File: config.mk
export PLATFORM = sky130hd
export DESIGN_NAME = cache_ctrl_wb
export DESIGN_NICKNAME = d
export VERILOG_FILES = /design/src/rtl/cache_ctrl_pkg.sv /design/src/rtl/cache_wait_ctr.sv /design/src/rtl/cache_ctrl_wb.sv
export SDC_FILE = /design/constraint.sdc
export NUM_CORES = 1
export LEC_CHECK = 0
export BUFFER_PORTS_ARGS = -buffer_cell sky130_fd_sc_hd__buf_2
export CAP_MARGIN = 25
export CELL_PAD_IN_SITES_DETAIL_PLACEMENT = 0
export CELL_PAD_IN_SITES_GLOBAL_PLACEMENT = 1
export CORE_ASPECT_RATIO = 0.75
export CORE_MARGIN = 1.5
export CORE_UTILIZATION = 36
export CTS_CLUSTER_DIAMETER = 150
export DETAILED_ROUTE_END_ITERATION = 10
export PLACE_DENSITY = 0.83
export SYNTH_ARGS = -nofsm -noshare
export SYNTH_HDL_FRONTEND = slang
export SYNTH_SLANG_ARGS = --single-unit
File: constraint.sdc
create_clock -name clk -period 1.5 [get_ports clk]
set_input_delay 0.075 -clock clk [delete_from_list [all_inputs] [get_ports clk]]
set_output_delay 0.075 -clock clk [all_outputs]
set_load 0.1 [all_outputs]
File: src/rtl/cache_ctrl_pkg.sv
// Shared state encoding and mux/strobe constants for the write-back cache controller.
package cache_ctrl_pkg;

   typedef enum logic [2:0] {
      IDLE,
      LOOKUP,
      WB_REQ,
      WB_WAIT,
      FILL_REQ,
      FILL_WAIT
   } state_t;

   localparam logic MEM_RD  = 1'b0;
   localparam logic MEM_WR  = 1'b1;
   localparam logic SRC_CPU = 1'b0;
   localparam logic SRC_MEM = 1'b1;

endpackage

File: src/rtl/cache_wait_ctr.sv
// Memory-latency down-counter: load sets the count, it then decrements to 0 and holds.
module cache_wait_ctr #(
   parameter int W = 8
) (
   input  logic         clk,
   input  logic         reset,
   input  logic         load,
   input  logic [W-1:0] load_val,
   output logic         zero
);

   logic [W-1:0] cnt;

   always_ff @(posedge clk) begin
      if (reset)
         cnt <= '0;
      else if (load)
         cnt <= load_val;
      else if (cnt != '0)
         cnt <= cnt - 1'b1;
   end

   assign zero = (cnt == '0);

endmodule

File: src/rtl/cache_ctrl_wb.sv
// Direct-mapped write-back/write-allocate cache controller with multi-beat evict and refill.
// Define CACHE_CTRL_PERF_CNT_EN to add saturating hit/miss counters (replay lookups excluded).
module cache_ctrl_wb
   import cache_ctrl_pkg::*;
#(
   parameter int MEM_LAT    = 4,
   parameter int LINE_WORDS = 4,
   parameter int CNT_W      = 16,
   localparam int IW = (LINE_WORDS > 1) ? $clog2(LINE_WORDS) : 1
) (
   input  logic          clk,
   input  logic          reset,
   input  logic          cpu_strobe,
   input  logic          cpu_rw,
   input  logic          hit,
   input  logic          dirty,
   output logic          cpu_ready,
   output logic          data_we,
   output logic          fill_sel,
   output logic          tag_we,
   output logic          valid_set,
   output logic          dirty_set,
   output logic          dirty_clr,
   output logic          mem_strobe,
   output logic          mem_rw,
   output logic          wb_tag_sel,
   output logic [IW-1:0] word_idx
`ifdef CACHE_CTRL_PERF_CNT_EN
   ,
   output logic [CNT_W-1:0] hit_cnt,
   output logic [CNT_W-1:0] miss_cnt
`endif
);

   localparam int CW = (MEM_LAT > 1) ? $clog2(MEM_LAT) : 1;
   localparam logic [CW-1:0] LOAD_VAL = CW'(MEM_LAT - 1);
   localparam logic [IW-1:0] LAST_IDX = IW'(LINE_WORDS - 1);

   state_t        state, next;
   logic [IW-1:0] idx_nxt;
   logic          ctr_load, ctr_zero, last_beat;

   assign last_beat = (word_idx == LAST_IDX);

   cache_wait_ctr #(.W(CW)) u_wait (
      .clk      (clk),
      .reset    (reset),
      .load     (ctr_load),
      .load_val (LOAD_VAL),
      .zero     (ctr_zero)
   );

   always_ff @(posedge clk) begin
      if (reset) begin
         state    <= IDLE;
         word_idx <= '0;
      end else begin
         state    <= next;
         word_idx <= idx_nxt;
      end
   end

   always_comb begin
      next       = state;
      idx_nxt    = word_idx;
      ctr_load   = 1'b0;
      cpu_ready  = 1'b0;
      data_we    = 1'b0;
      fill_sel   = SRC_CPU;
      tag_we     = 1'b0;
      valid_set  = 1'b0;
      dirty_set  = 1'b0;
      dirty_clr  = 1'b0;
      mem_strobe = 1'b0;
      mem_rw     = MEM_RD;
      wb_tag_sel = 1'b0;
      case (state)
         IDLE: if (cpu_strobe) next = LOOKUP;
         LOOKUP: begin
            if (hit) begin
               cpu_ready = 1'b1;
               if (cpu_rw == MEM_WR) begin
                  data_we   = 1'b1;
                  fill_sel  = SRC_CPU;
                  dirty_set = 1'b1;
               end
               next = IDLE;
            end else begin
               idx_nxt = '0;
               next    = dirty ? WB_REQ : FILL_REQ;
            end
         end
         WB_REQ: begin
            mem_strobe = 1'b1;
            mem_rw     = MEM_WR;
            wb_tag_sel = 1'b1;
            ctr_load   = 1'b1;
            next       = WB_WAIT;
         end
         WB_WAIT: begin
            mem_rw     = MEM_WR;
            wb_tag_sel = 1'b1;
            if (ctr_zero) begin
               idx_nxt = last_beat ? '0 : word_idx + 1'b1;
               next    = last_beat ? FILL_REQ : WB_REQ;
            end
         end
         FILL_REQ: begin
            mem_strobe = 1'b1;
            mem_rw     = MEM_RD;
            ctr_load   = 1'b1;
            next       = FILL_WAIT;
         end
         FILL_WAIT: begin
            if (ctr_zero) begin
               data_we  = 1'b1;
               fill_sel = SRC_MEM;
               if (last_beat) begin
                  // Line is complete: install the tag and replay the original request.
                  tag_we    = 1'b1;
                  valid_set = 1'b1;
                  dirty_clr = 1'b1;
                  idx_nxt   = '0;
                  next      = LOOKUP;
               end else begin
                  idx_nxt = word_idx + 1'b1;
                  next    = FILL_REQ;
               end
            end
         end
         default: next = IDLE;
      endcase
   end

`ifdef CACHE_CTRL_PERF_CNT_EN
   logic replay;

   always_ff @(posedge clk) begin
      if (reset) begin
         replay   <= 1'b0;
         hit_cnt  <= '0;
         miss_cnt <= '0;
      end else begin
         if (state == FILL_WAIT && next == LOOKUP)
            replay <= 1'b1;
         else if (state == LOOKUP)
            replay <= 1'b0;
         if (state == LOOKUP && !replay) begin
            if (hit && hit_cnt != '1)
               hit_cnt <= hit_cnt + 1'b1;
            if (!hit && miss_cnt != '1)
               miss_cnt <= miss_cnt + 1'b1;
         end
      end
   end
`endif

endmodule

# Yosys cells after proc, flatten, opt, wreduce, memory -nomap -nowiden
# Index checks and enable logic that the tools add are counted.
# Widths: inputs -> output; s select.
# op_classes
addsub,2
eq_ne,11
mux,27
reduce_logical,10
# ops
operator,n
$mux 3,7
$pmux 3 s6,1
$mux 1,12
$mux 2,5
$ne 2x2->1 const B,4
$eq 3x2->1 const B,2
$eq 3x3->1 const B,2
$reduce_and 3->1,2
$reduce_bool 2->1,3
$reduce_or 2->1,3
$pmux 2 s2,1
$eq 3x1->1 const B,1
$logic_not 3->1,1
$add 2x1->2 const B,1
$eq 2x2->1 const B,1
$logic_not 2->1,1
$ne 2x1->1 const B,1
$pmux 1 s2,1
$sub 2x1->2 const B,1
# word_totals
ff_bits,7
input_bits,6
output_inout_bits,12
elab_cells,53

# Longest topological paths before layout
# Gate-level depths: netlist of the first run.
# logic_depth
ltp_word,4
ltp_mapped,6
depth_no_buf,5

# Hierarchy
# From an unflattened synthesis of the first run, not the netlist that was laid out.
# hier_totals
hier_cells,69
area_unflattened_um2,614.3
# modules_own_cells
module,instances,cells_each,area_per_inst_um2,seq_area_each_um2
cache_ctrl_wb,1,57,493.0,100.1
cache_wait_ctr,1,12,121.4,40.0

# Worst setup path after synthesis of the first run
# No wires, ideal clock.
# synth_path
path_type,reg-to-output
start,reg u_wait.cnt[0]
end,out tag_we
arrival_time_ps,2826
t_required_ps,1425
setup_slack_ps,-1401
path_stages_with_launch,7
n_path_buf,2
path_cell_list,dfxtp_1 -> inv_1 -> ha_1 -> buf_2 -> and3_1 -> and2_1 -> buf_4
# synth_via
elab_chain_len,3
# synth_lines
element,line_no,text
start: declaration,cache_wait_ctr.sv:12,logic [W-1:0] cnt;
start signal: assignment,cache_wait_ctr.sv:18,cnt <= load_val;
start signal: assignment,cache_wait_ctr.sv:20,cnt <= cnt - 1'b1;
$logic_not 2->1,cache_wait_ctr.sv:23,assign zero = (cnt == '0);
$mux 1 (2 in series),--,
end: declaration,cache_ctrl_wb.sv:20,"output logic tag_we,"
# Every way passes these cells.

# Final worst setup path of the first run
# layout_path
start,reg state[2]
end,out data_we
# layout_via
elab_chain_len,2
elab_cells_between_ends,3
classes_between,eq/ne: 2; mux: 1
# layout_lines
element,line_no,text
start: declaration,cache_ctrl_wb.sv:39,"state_t state, next;"
start signal: assignment,cache_ctrl_wb.sv:58,state <= next;
$eq 3x3->1 / $eq 3x1->1 (equally long branches),cache_ctrl_wb.sv:77,case (state)
$pmux 1 s2 (*),cache_ctrl_wb.sv:77,
end: declaration,cache_ctrl_wb.sv:18,"output logic data_we,"
# Every way passes the cells marked *; elsewhere a longest branch is shown, timed or not.

==> results of run 1 <==
-- power by group --
part,internal [mW],switching [mW],total [mW]
Sequential,0.209,0.0187,0.228
Combinational,0.175,0.223,0.398
Clock,0.102,0.0760,0.178
Total,0.486,0.318,0.804
-- cells in the final DEF (no fill, tap or decap), types with 2 or more instances in the layout --
master | synthesis | layout
a21oi_1 | 2 | 2
and2_4 | 0 | 2
buf_12 | 0 | 10
buf_2 | 2 | 7
buf_4 | 3 | 14
clkbuf_4 | 0 | 3
dfxtp_2 | 0 | 3
dfxtp_4 | 0 | 3
ha_1 | 3 | 2
inv_1 | 6 | 4
inv_2 | 0 | 2
nand2_1 | 3 | 3
nand3_1 | 2 | 2
nor2_1 | 3 | 2
nor2b_4 | 0 | 2
nor3_1 | 2 | 2
o2111ai_1 | 3 | 3
o21a_1 | 2 | 2
-- logic make-up after synthesis --
| group | synth area share |
|---|---|
| flops | 0.222 |
| fa+ha+maj | 0.0595 |
| xor+xnor | 0.0417 |
| mux | 0.0159 |
| buf+inv | 0.141 |
| simple gates | 0.250 |
| compound gates | 0.270 |
-- routing by layer --
layer  track usage  wire, µm  vias up
met5             0         0        -
met4         0.164        65        0
met3        0.0543        63        7
met2         0.318       835       16
met1         0.252       779      290
li1              -         -      307
-- flip-flops by register name, summed over array words and instances (netlist names) --
register and cells:
word_idx 2, u_wait.cnt 2, state 3
-- critical path, delay by kind of cell (launching register included) --
kind                   cells  cell delay, ns
DFF                        1            0.37
and+or+nand+nor            3            0.62
buffers and inverters      1            0.16
-- worst paths after layout --
check                                         startpoint                       end  slack (ns)  cells after the start
worst max-delay path               state[2]$_SDFFE_PP0P_                   data_we        0.01                      4
worst min-delay path                               reset     state[0]$_SDFFE_PP0P_        0.07                      2
worst max register to register     state[1]$_SDFFE_PP0P_     state[2]$_SDFFE_PP0P_        0.08                      4
worst min register to register  word_idx[0]$_SDFFE_PP0P_  word_idx[0]$_SDFFE_PP0P_        0.50                      2
-- timing repair --
item	4_1_cts	5_1_grt
pin swaps	2	0
endpoints found under the setup margin	5	5
setup buffers	8	0
gates resized for setup	5	1
gates cloned	0	0
-- area by class of cell --
cell class | count | share of cell area
clock buffers | 4 | 0.0255
multi-input cells | 48 | 0.447
well taps | 21 | 0.0255
flip-flops and latches | 7 | 0.150
inverters | 6 | 0.0218
repair buffers | 31 | 0.330
==> results_dict.tcl, run 1 <==
set metrics [dict create \
    synth_ff_type "dfxtp_1" \
    grt_max_degree 11 \
    dr.pass1.iters 5 \
    relSlewSlack 0.679 \
    yosys.cell_count.top_type "dfxtp_1" \
    antenna_found_initial 0 \
    critPathSlowestCell "dfxtp_4" \
    crit_chain "and4bb_4, and2_4, or2_4, buf_12" \
    total_power_uw 804 \
    setup_viol 0 \
    ys_seq_elements 7 \
    start_util 0.404 \
    synth-async-reset-ratio 0 \
    die_area_um2 2010 \
    htreeDepth 1 \
    grt_first_pass_wirelength_um 2770 \
    syn_inst 69 \
    io_pins 18 \
    drv_cap 0 \
    clockRootBuffer "clkbuf_4" \
    synth.top_cells.by_count "dfxtp_1, inv_1" \
    synth_area_per_cell_um2 9.14 \
    utilization 0.660 \
    clk_pin_slew_ns 0.05 \
    place_ws_ns 0.111 \
    dr.first_iter.drc_count 9 \
    placedInstanceArea_um2 927 \
    area_growth_pct 63.5 \
    vias_per_cell 5.30 \
    fill_cells 120 \
    crit_fanout 5 \
    cts_tree "yes" \
    dp.cells 105 \
    clk_latency_ns 0.26 \
    fmax_mhz 672 \
    port_buffers 17 \
    die_height_um 39.2 \
    clock_sinks 7 \
    syn_nets 78 \
    status "finished clean" \
    synthDistinctLibCells 37 \
    min_path_type "primary input to flip-flop" \
    required_ns 1.42 \
    crit_arrival_ns 1.41 \
    critPathMaxStageDelay_ns 0.37 \
    vias 620 \
    synth-edff-count 0 \
    tns_ns 0 \
    synth_warnings 0 \
    antenna_cells 0 \
    gp_congestion 0.777 \
    place_hpwl_um 1260 \
    grt-ovfl-total 0 \
    skew_ns 0.00352 \
    first_global_vias 584 \
    period_share 0.992 \
    wl_per_cell_um 14.9 \
    die_w_um 51.3 \
    multiInputGateArea_um2 460 \
    fin_crit_ns 1.49 \
    netlist.top_cell.by_area "dfxtp_1" \
    grt.total_usage 0.209 \
    layout.cells.non_filler 117 \
    clk_path_buf_depth 2 \
    ir_drop_uv 721 \
    syn_area_um2 631 \
    end_kind "output port" \
    fin_area_um2 1030 \
    cts_made_buffers 3 \
    ff_latch_area_um2 155 \
    cts_hold_buf 0 \
    hold_slack_ns 0.0727 \
    netlist.area_leader.share 0.222 \
    rows 12 \
    p_leak_nw 0.437 \
    worst_pin_slew_ns 0.484 \
    cellPowerDensity_nw_per_um2 780 \
    core-area_um2 1560 \
    cp-start-kind "flip-flop" \
    drv_slew 0 \
    fin_nets 106 \
    wirelength_um 1740 \
    detail-route-antenna-nets 0 \
    synthTopCellsByArea "dfxtp_1, ha_1, buf_6" \
    hold_viol 0 \
    ys_seq_area_frac 0.222 \
    fin_ws_ns 0.0118 \
    drive_above_1_share 0.625 \
    crit_type "flip-flop to output port" \
    drc 0 \
    rsz0062_at_grt "yes" \
]
(Power assumes the default switching activity.)
==> inputs of run 2 (changes only) <==
- CTS_BUF_LIST: default -> sky130_fd_sc_hd__clkbuf_4 sky130_fd_sc_hd__clkbuf_8
==> run 2 against run 1 <==
  * Clock-buffer cell count did not move
  * Register-to-register slack barely moved
  * Sequential power barely moved
  * Critical path depth did not move
  * Combinational power barely moved
  * Utilization rose by 0.24 points
  * Critical path type unchanged
  * Clock skew rose by 0.00052 ns
  * Global-route usage did not move
  * Clock power rose by 10%
==> results_dict.tcl, run 2 (synthesis gave the netlist of run 1 again) <==
set metrics [dict create \
    status "finished clean" \
    layout.cells.non_filler 117 \
    io_pins 18 \
    placedInstanceArea_um2 927 \
    clk_path_buf_depth 2 \
    place_ws_ns 0.111 \
    largest_register "state" \
    rr_endpoint "state[2]$_SDFFE_PP0P_" \
    rows 12 \
    antenna_found_initial 0 \
    place_hpwl_um 1260 \
    cts_tree "yes" \
    detail-route-antenna-nets 0 \
    required_ns 1.42 \
    layout_common_cells "buf_4, buf_12, buf_2, inv_1, clkbuf_4" \
    start_util 0.404 \
    clk_pin_slew_ns 0.05 \
    crit_start "state[2]$_SDFFE_PP0P_" \
    cts_made_buffers 3 \
    skew_ns 0.00403 \
    first_global_vias 585 \
    critPathSlowestCell "dfxtp_4" \
    crit_arrival_ns 1.41 \
    htreeDepth 1 \
    clk_latency_ns 0.26 \
    critPathTopFamily "simple AND/OR/NAND/NOR gates" \
    crit_type "flip-flop to output port" \
    fin_ws_ns 0.0110 \
    critPathMaxStageDelay_ns 0.37 \
    fin_nets 106 \
    gp_congestion 0.777 \
    total_power_uw 822 \
    fmax_mhz 672 \
    endpoint "data_we" \
    reg_top3 "state (3), u_wait.cnt (2), word_idx (2)" \
    crit_fanout 5 \
    fin_crit_ns 1.49 \
    rsz0062_at_grt "yes" \
    vias 628 \
    hold_viol 0 \
    grt_first_pass_wirelength_um 2780 \
    drive_above_1_share 0.635 \
    cp-start-kind "flip-flop" \
    grt-ovfl-total 0 \
    end_kind "output port" \
    crit_cells 4 \
    drv_slew 0 \
    cellPowerDensity_nw_per_um2 794 \
    worst_pin_slew_ns 0.484 \
    drv_cap 0 \
    period_share 0.993 \
    die_height_um 39.2 \
    grt_max_degree 11 \
    core-area_um2 1560 \
    final_common_cell "buf_4" \
    ir_drop_uv 718 \
    setup_viol 0 \
    cts_hold_buf 0 \
    die_area_um2 2010 \
    critPathBufInv 1 \
    p_leak_nw 0.440 \
    worstReg2RegStart "state[1]$_SDFFE_PP0P_" \
    antenna_cells 0 \
    rrSetupSlack_ns 0.08 \
    fin_area_um2 1030 \
    dr.first_iter.drc_count 7 \
    port_buffers 17 \
    die_w_um 51.3 \
    dr.pass1.iters 4 \
    grt.total_usage 0.209 \
    utilization 0.663 \
    vias_per_cell 5.37 \
    area_growth_pct 64.1 \
    relSlewSlack 0.679 \
    largest_register_ffs 3 \
    min_path_type "primary input to flip-flop" \
    clockRootBuffer "clkbuf_4" \
    wirelength_um 1750 \
    dp.cells 105 \
    clock_sinks 7 \
    reg2reg_depth 4 \
    wl_per_cell_um 15.0 \
    drc 0 \
    crit_chain "and4bb_4, and2_4, or2_4, buf_12" \
]
-- run 2: cell types whose count changed in the layout (fill, tap and decap cells not counted) --
cell,before,now
clkbuf_1,1,0
clkbuf_4,3,4
-- run 2: where the power goes --
| group | leakage [nW] | switching (mW) | internal, mW |
|---|---|---|---|
| sequential | 0.0607 | 0.0188 | 0.209 |
| clock | 0.0184 | 0.0758 | 0.120 |
| combinational | 0.361 | 0.223 | 0.175 |
| total | 0.440 | 0.318 | 0.504 |
-- run 2: worst register-to-register path, stage by stage (launching register included) --
cell and delay (ns):
dfxtp_4 0.36, buf_4 0.16, or4_4 0.53, o311ai_4 0.12, a22oi_2 0.13
-- run 2: how the worst min path moves through the flow --
stage | startpoint | slack (ns) | cells past startpoint | endpoint
floorplan | reset | 0.14 | 1 | word_idx[1]$_SDFFE_PP0P_
global placement | reset | 0.34 | 2 | word_idx[1]$_SDFFE_PP0P_
detailed placement | reset | 0.35 | 2 | state[0]$_SDFFE_PP0P_
CTS | reset | 0.06 | 2 | state[0]$_SDFFE_PP0P_
global route | reset | 0.07 | 2 | state[0]$_SDFFE_PP0P_
finish | reset | 0.07 | 2 | state[0]$_SDFFE_PP0P_
-- run 2: final cells by class --
class                      count  area [µm²]
clock buffer                   4        30.0
fill                         119         527
inverter                       6        22.5
multi-input combinational     48         460
sequential                     7         155
tap                           21        26.3
timing repair buffer          31         340
-- run 2: what timing repair did --
action                                  4_1_cts  5_1_grt
setup buffers                                 8        0
endpoints found under the setup margin        5        5
resized for setup                             5        1
pin swaps                                     2        0
-- run 2: per-stage QoR --
stage                     hold slack (ns)  setup TNS, ns
final                              0.0744              0
after global routing               0.0737         -0.133
after detailed placement            0.351              0
after floorplan                     0.137         -0.757
after CTS                          0.0611              0
after global placement              0.344              0
-- run 2: metal layers --
metal / global-route usage / wire, µm / vias to the layer above
met5: 0 / 0 / -
met2: 0.318 / 829 / 18
met4: 0.164 / 61 / 0
li1: - / - / 309
met3: 0.0543 / 70 / 6
met1: 0.252 / 789 / 295
